--- config.mk ---
export PLATFORM = sky130hd
export DESIGN_NAME = cond_flag_unit
export DESIGN_NICKNAME = d
export VERILOG_FILES = /design/src/rtl/cond_flag_unit.sv
export SDC_FILE = /design/constraint.sdc
export NUM_CORES = 1
export LEC_CHECK = 0
export CAP_MARGIN = 20
export CORE_MARGIN = 3
export CORE_UTILIZATION = 42
export DETAILED_ROUTE_END_ITERATION = 7
export GPL_TIMING_DRIVEN = 0
export PLACE_DENSITY = 0.7
export SYNTH_ARGS = -nofsm -noshare
export SYNTH_HDL_FRONTEND = slang
export SYNTH_SLANG_ARGS = --single-unit
--- constraint.sdc ---
create_clock -name clk -period 3.7 [get_ports clk]
set_input_delay 1.11 -clock clk [delete_from_list [all_inputs] [get_ports clk]]
set_output_delay 1.11 -clock clk [all_outputs]
set_load 0.05 [all_outputs]
--- src/rtl/cond_flag_unit.sv ---
`default_nettype none
// ============================================================================
// Module      : cond_flag_unit
// Description : Conditional-execution and status-flag stage. Holds the
//               architectural NZCV register, evaluates the instruction
//               condition field at decode, gates the control unit's raw write
//               enables and keeps executed/skipped instruction counters.
// Ports       : clk, RESET           - clock, synchronous active-high reset
//               alu_flags[3:0]       - live ALU flags {N,Z,C,V}
//               cond[3:0]            - instruction condition field
//               decode_strobe        - latch condition result this cycle
//               flag_w[1:0]          - raw flag writes (bit1 N/Z, bit0 C/V)
//               pc_s, pc_update      - raw / unconditional PC write requests
//               reg_w, mem_w         - raw register / memory write requests
//               instr_done           - last cycle of an instruction
//               pc_write, reg_write, mem_write - gated write enables
//               ALU_flags[3:0]       - registered architectural flags
//               cond_ex              - latched condition-pass bit
//               exec_cnt, skip_cnt   - saturating debug counters
// Revision    : 1.0 - initial release
// ============================================================================
module cond_flag_unit #(
    parameter int CNT_W = 16
) (
    input  logic             clk,
    input  logic             RESET,
    input  logic [3:0]       alu_flags,
    input  logic [3:0]       cond,
    input  logic             decode_strobe,
    input  logic [1:0]       flag_w,
    input  logic             pc_s,
    input  logic             pc_update,
    input  logic             reg_w,
    input  logic             mem_w,
    input  logic             instr_done,
    output logic             pc_write,
    output logic             reg_write,
    output logic             mem_write,
    output logic [3:0]       ALU_flags,
    output logic             cond_ex,
    output logic [CNT_W-1:0] exec_cnt,
    output logic [CNT_W-1:0] skip_cnt
);

    localparam logic [CNT_W-1:0] c_ONE = {{(CNT_W-1){1'b0}}, 1'b1};
    localparam logic [CNT_W-1:0] c_MAX = {CNT_W{1'b1}};

    logic [3:0]       r_flags;
    logic             r_cond_ex;
    logic [CNT_W-1:0] r_exec_cnt;
    logic [CNT_W-1:0] r_skip_cnt;

    logic             w_n;
    logic             w_z;
    logic             w_c;
    logic             w_v;
    logic             w_pass;

    // Evaluation always uses the registered flags so a flag write landing on
    // the decode edge cannot influence the decision for this instruction.
    assign w_n = r_flags[3];
    assign w_z = r_flags[2];
    assign w_c = r_flags[1];
    assign w_v = r_flags[0];

    always_comb begin
        w_pass = 1'b0;
        case (cond)
            4'b0000: w_pass = w_z;
            4'b0001: w_pass = ~w_z;
            4'b0010: w_pass = w_c;
            4'b0011: w_pass = ~w_c;
            4'b0100: w_pass = w_n;
            4'b0101: w_pass = ~w_n;
            4'b0110: w_pass = w_v;
            4'b0111: w_pass = ~w_v;
            4'b1000: w_pass = w_c & ~w_z;
            4'b1001: w_pass = ~w_c | w_z;
            4'b1010: w_pass = (w_n == w_v);
            4'b1011: w_pass = (w_n != w_v);
            4'b1100: w_pass = ~w_z & (w_n == w_v);
            4'b1101: w_pass = w_z | (w_n != w_v);
            4'b1110: w_pass = 1'b1;
            default: w_pass = 1'b0;
        endcase
    end

    always_ff @(posedge clk) begin
        if (RESET) begin
            r_flags    <= 4'b0000;
            r_cond_ex  <= 1'b0;
            r_exec_cnt <= '0;
            r_skip_cnt <= '0;
        end else begin
            // Counting sees the outgoing instruction's cond_ex even when the
            // next decode reloads it on this same edge.
            if (instr_done) begin
                if (r_cond_ex) begin
                    if (r_exec_cnt != c_MAX) begin
                        r_exec_cnt <= r_exec_cnt + c_ONE;
                    end
                end else begin
                    if (r_skip_cnt != c_MAX) begin
                        r_skip_cnt <= r_skip_cnt + c_ONE;
                    end
                end
            end
            if (decode_strobe) begin
                r_cond_ex <= w_pass;
            end
            if (flag_w[1] && r_cond_ex) begin
                r_flags[3:2] <= alu_flags[3:2];
            end
            if (flag_w[0] && r_cond_ex) begin
                r_flags[1:0] <= alu_flags[1:0];
            end
        end
    end

    // Gated enables are combinational with no added latency; reset blocks all
    // of them, including the unconditional fetch increment.
    assign pc_write  = ~RESET & (pc_update | (pc_s & r_cond_ex));
    assign reg_write = ~RESET & reg_w & r_cond_ex;
    assign mem_write = ~RESET & mem_w & r_cond_ex;

    assign ALU_flags = r_flags;
    assign cond_ex   = r_cond_ex;
    assign exec_cnt  = r_exec_cnt;
    assign skip_cnt  = r_skip_cnt;

endmodule
`default_nettype wire

# After elaboration in Yosys (flattened, before gate mapping)

Cells that the tools add are included.

Register bits: 37
Latch bits: 0
Memory bits (writable): 0
Memory bits (read-only): 0
Input bits: 18
Output and inout bits: 40
Word-level logic and storage cells: 48
Memories kept: 0

$add $sub $neg: 2
$mul: 0
Div/mod/pow operators: 0
Magnitude comparators: 0
Equality and inequality tests: 18
Shift operators: 0
Mux-type cells: 1
Bitwise gates (word level): 17
Reductions and logical operators: 5

Operator list:

| operator                                                        | count |
|---|---|
| 16-bit by 1-bit adder with 16-bit output, second input constant | 2 |
| 16-bit inequality test, second input constant                   | 2 |
| 4-bit == test, second input constant                            | 7 |
| 4-bit by 3-bit == test with 1-bit output, second input constant | 4 |
| 1-bit case mux with 15 select lines                             | 1 |
| 1-bit bitwise AND                                               | 8 |
| 4-bit by 2-bit == test with 1-bit output, second input constant | 2 |
| 1-bit inverter                                                  | 6 |
| 3-bit AND reduction                                             | 2 |
| 4-bit by 1-bit == test with 1-bit output, second input constant | 1 |
| 4-bit zero test                                                 | 1 |
| 1-bit bitwise OR                                                | 3 |
| 1-bit logical AND                                               | 2 |
| 1-bit == test                                                   | 1 |
| 1-bit inequality test                                           | 1 |

# Longest topological paths before layout

Word-level depth: 3
Depth in mapped cells: 7
Gate-level depth less buffers: 6

# Worst setup path after synthesis

No wires, ideal clock.

Kind: input to output
From: input port RESET
To: output port mem_write
Arrival: 2,461 ps
Required time: 2,590 ps
Path slack: 129 ps
Stages on the path: 2
Buffers on the path: 1
Path through: clkbuf_1 nor3b_1

Word-level cells in the longest chain between the ends: 3

Ends and longest elaborated chain:

| what                           | RTL line | source |
|---|---|---|
| from (decl)                    | 26       | `input logic RESET,` |
| 1-bit inverter                 | 124      | `assign mem_write = ~RESET & mem_w & r_cond_ex;` |
| 1-bit bitwise AND (2 in a row) | 124      |  |
| to (decl)                      | 38       | `output logic mem_write,` |

No other way between the ends.

# Final worst setup path

From: input port RESET
To: output port pc_write

Word-level cells in the longest chain between the ends: 2

Ends and longest elaborated chain:

| what              | RTL line | source |
|---|---|---|
| 1-bit inverter    | 122      | `assign pc_write = ~RESET & (pc_update \| (pc_s & r_cond_ex));` |
| 1-bit bitwise AND | 122      |  |
| to (decl)         | 36       | `output logic pc_write,` |

No other way between the ends.

==> flow_summary.ini <==
[outcome]
outcome = finished, final reports clean

[final_layout]
multiInputGateArea_mm2 = 0.001191
ff_latch_area_um2 = 740.7
syn2layout_area_growth_pct = 37.82
fillers = 407
nNetsFinal = 327
insertedDiodeCount = 0
drive_above_1_share_pct = 6.494
post_layout_nonfiller_instances = 360

[floorplan]
core_area_mm2 = 0.004474
floorplan.initialDensity_pct = 44.44
die_area_mm2 = 0.005595
die_width_um = 74.80
floorplan.rows = 24
die_height_um = 74.80
pin_count = 58

[clock_network]
worst_skew_pair.late_latency_ps = 290
cts-hold-fix-buffers = 0
cts_made_buffers = 5
clkSlewWorstSetupHoldPaths_ps = 70
htree_levels = 2
clock_sink_count = 37
clk_path_buf_depth = 2
clock-root-buffer = clkbuf_8
tritoncts_clock_tree = built

[pwr]
p_int_uw = 673.1
power.leakage_uw = 0.0009537
clockPowerShare_pct = 40.6
sequentialPowerShare_pct = 46.2
power_frac_comb_pct = 13.2
p_total_uw = 894.0
pwr_density_mw_per_mm2 = 326.3
net-switching-power_uw = 220.9
irDropWorstVdd_uv = 183.4
sw_frac_of_total_pct = 24.71

[setup_path]
worst-setup-path-type = primary input to output port
timing.critical_path.from = RESET
worst_path_most_repeated_cell = buf_4
worst_r2r_startpoint = skip_cnt[0]
cp-end-kind = output port
crit_path_cells = clkdlybuf4s50_1, buf_4, buf_4, nor2_1, clkdlybuf4s18_2
timing.critical_path.slowest_cell_delay_ps = 510
slowest_stage = clkdlybuf4s50_1
timing.critical_path.required_ps = 2590
setup.worst_path.start_class = primary input
cp_max_fo = 10
r2r_cells = 6
critPathArrivalTime_ps = 2510

[sta]
timing.slew.headroom_pct = 64.60
setup_repair_after_global_routing_missed_its_margin = no
clock.fmax_mhz = 276.5
transition_time_at_the_pin_with_the_least_slew_margin_ps = 530.9
finalSetupViolCount = 0
worst_slack_ps = 83.90
finalClockSkew_ps = 6.322
period_needed_ps = 3616
hold_violations = 0
finalMaxSlewViolations = 0
post-route-period-util_pct = 97.73

[global_routing]
grt_overflow = 0
grt_start_max_net_pins = 12
grt_first_pass_wirelength_um = 7866
grt_antenna_before_repair = 0
grt_pass1_vias = 1756
global_route.usage.total_pct = 17.99

[min_path]
hold_class = flip-flop to flip-flop
worstHoldPathCells = 2
min-delay-start = ALU_flags[1]

[detailed_routing]
detail_route.first_pass.iterations = 4
route.antenna.remaining_nets = 0
drt_first_iter_violations = 58
wire_per_inst_um = 13.36
route.final.wire_length_um = 4808
detail_route.drc_violations = 0
viasPerCell = 5.397
num_vias = 1943

[logic_synthesis]
yosysSeqAreaShare_pct = 37.26
netlist-cell-type-count = 48
synthesis.area_per_instance_um2 = 8.148
syn_area_mm2 = 0.001988
synth.net_count = 264
synth_commonest_cells = dfxtp_1 (37), nor2_1 (35), nand2_1 (20), nand3_1 (14)
synth.ff_latch_count = 37
asyncSetResetFlopFracSynth_pct = 0
yosysMostFrequentCell = dfxtp_1
post-synth-top-area-fraction_pct = 37.26
syn_inst = 244
dominantRegCellSynth = dfxtp_1
synth_area_leaders = dfxtp_1 (37%), nor2_1 (6.6%), xor2_1 (5.7%)
number_of_synthesized_flops_with_an_enable_pin = 0
synthesis.yosys.warnings = 0
yosysTopAreaCell = dfxtp_1

[place]
io_buffers = 56
post-dp-hpwl_um = 3572
place.gp.congestion = 0.7808
place_ws_ps = -758.8
post-place-cells = 352

[flow_run]
timing.max_cap.violations = 0
[metal layers]
metal | vias up | wire length [µm] | global-route usage [%]
met1 | 888 | 2394 | 24.36
li1 | 1000 | - | -
met5 | - | 0 | 0
met4 | 0 | 59 | 5.731
met2 | 48 | 2082 | 27.80
met3 | 7 | 272 | 5.073
[logic make-up after synthesis]
| family | synth area share, % |
|---|---|
| AND/OR/NAND/NOR | 33.29 |
| AO/OA/AOI/OAI | 13.09 |
| flip-flops | 37.26 |
| XOR/XNOR | 11.01 |
| buffers and inverters | 2.832 |
| multiplexers | 1.258 |
| adder cells (fa/ha/maj) | 1.258 |
[cells in the final DEF, fill, tap and decap left out, types with 4 or more instances in the layout]
cell type        instances
nand3_1                 14
clkbuf_1                 6
nand2_1                 20
nor2_1                  35
o21ai_0                  9
or3_1                    4
nor3_1                  10
dfxtp_1                 37
nand4_1                  8
inv_1                    4
nor2b_1                  4
xor2_1                  13
clkdlybuf4s50_1         53
a21oi_1                 13
xnor2_1                 12
clkbuf_8                 6
and4_1                   8
[state kept, by name, summed over array words and instances (netlist names)]
name / cells
exec_cnt: 16
skip_cnt: 16
ALU_flags: 4
cond_ex: 1
[power groups by stage]
| stage | clock (µW) | combinational, µW | sequential [µW] |
|---|---|---|---|
| global placement | 0 | 116 | 422 |
| floorplan | 0 | 48.7 | 442 |
| CTS | 373 | 119 | 413 |
| detailed placement | 0 | 117 | 422 |
| finish | 363 | 118 | 413 |
| global route | 387 | 127 | 414 |
[final timing paths]
check / slack [ps] / end
max: 80 / pc_write
min: 510 / ALU_flags[1]
max reg2reg: 1690 / skip_cnt[14]
min reg2reg: 510 / ALU_flags[1]
[through the flow]
step                      utilization (%)  hold WS [ps]  cell area (µm²)  setup TNS, ps
after CTS                           61.27         507.2             2741              0
after detailed placement            58.42         493.2             2614          -1478
after floorplan                         -         700.8             1988              0
after global routing                61.24         544.8             2740              0
final                               61.24         507.6             2740              0
after global placement              58.42         497.8             2614          -1455
[repair_timing]
action                                  in CTS  in global routing
gates resized for setup                     15                  2
endpoints found under the setup margin       3                  1
setup buffers                                0                  0
[area by class of cell]
class	instances	share of cell area (%)
Clock buffer	7	3.151
Sequential cell	37	27.03
Clock inverter	1	1.096
Tap cell	52	2.374
Multi-Input combinational cell	194	43.47
Inverter	4	0.5479
Timing Repair Buffer	56	20.55
Buffer	9	1.781
[critical path, delay by kind of cell]
kind / cells / cell delay [ps]
buffers and inverters: 4 / 1290
AND/OR/NAND/NOR: 1 / 110
No activity file was read; power rests on OpenSTA's default activity.
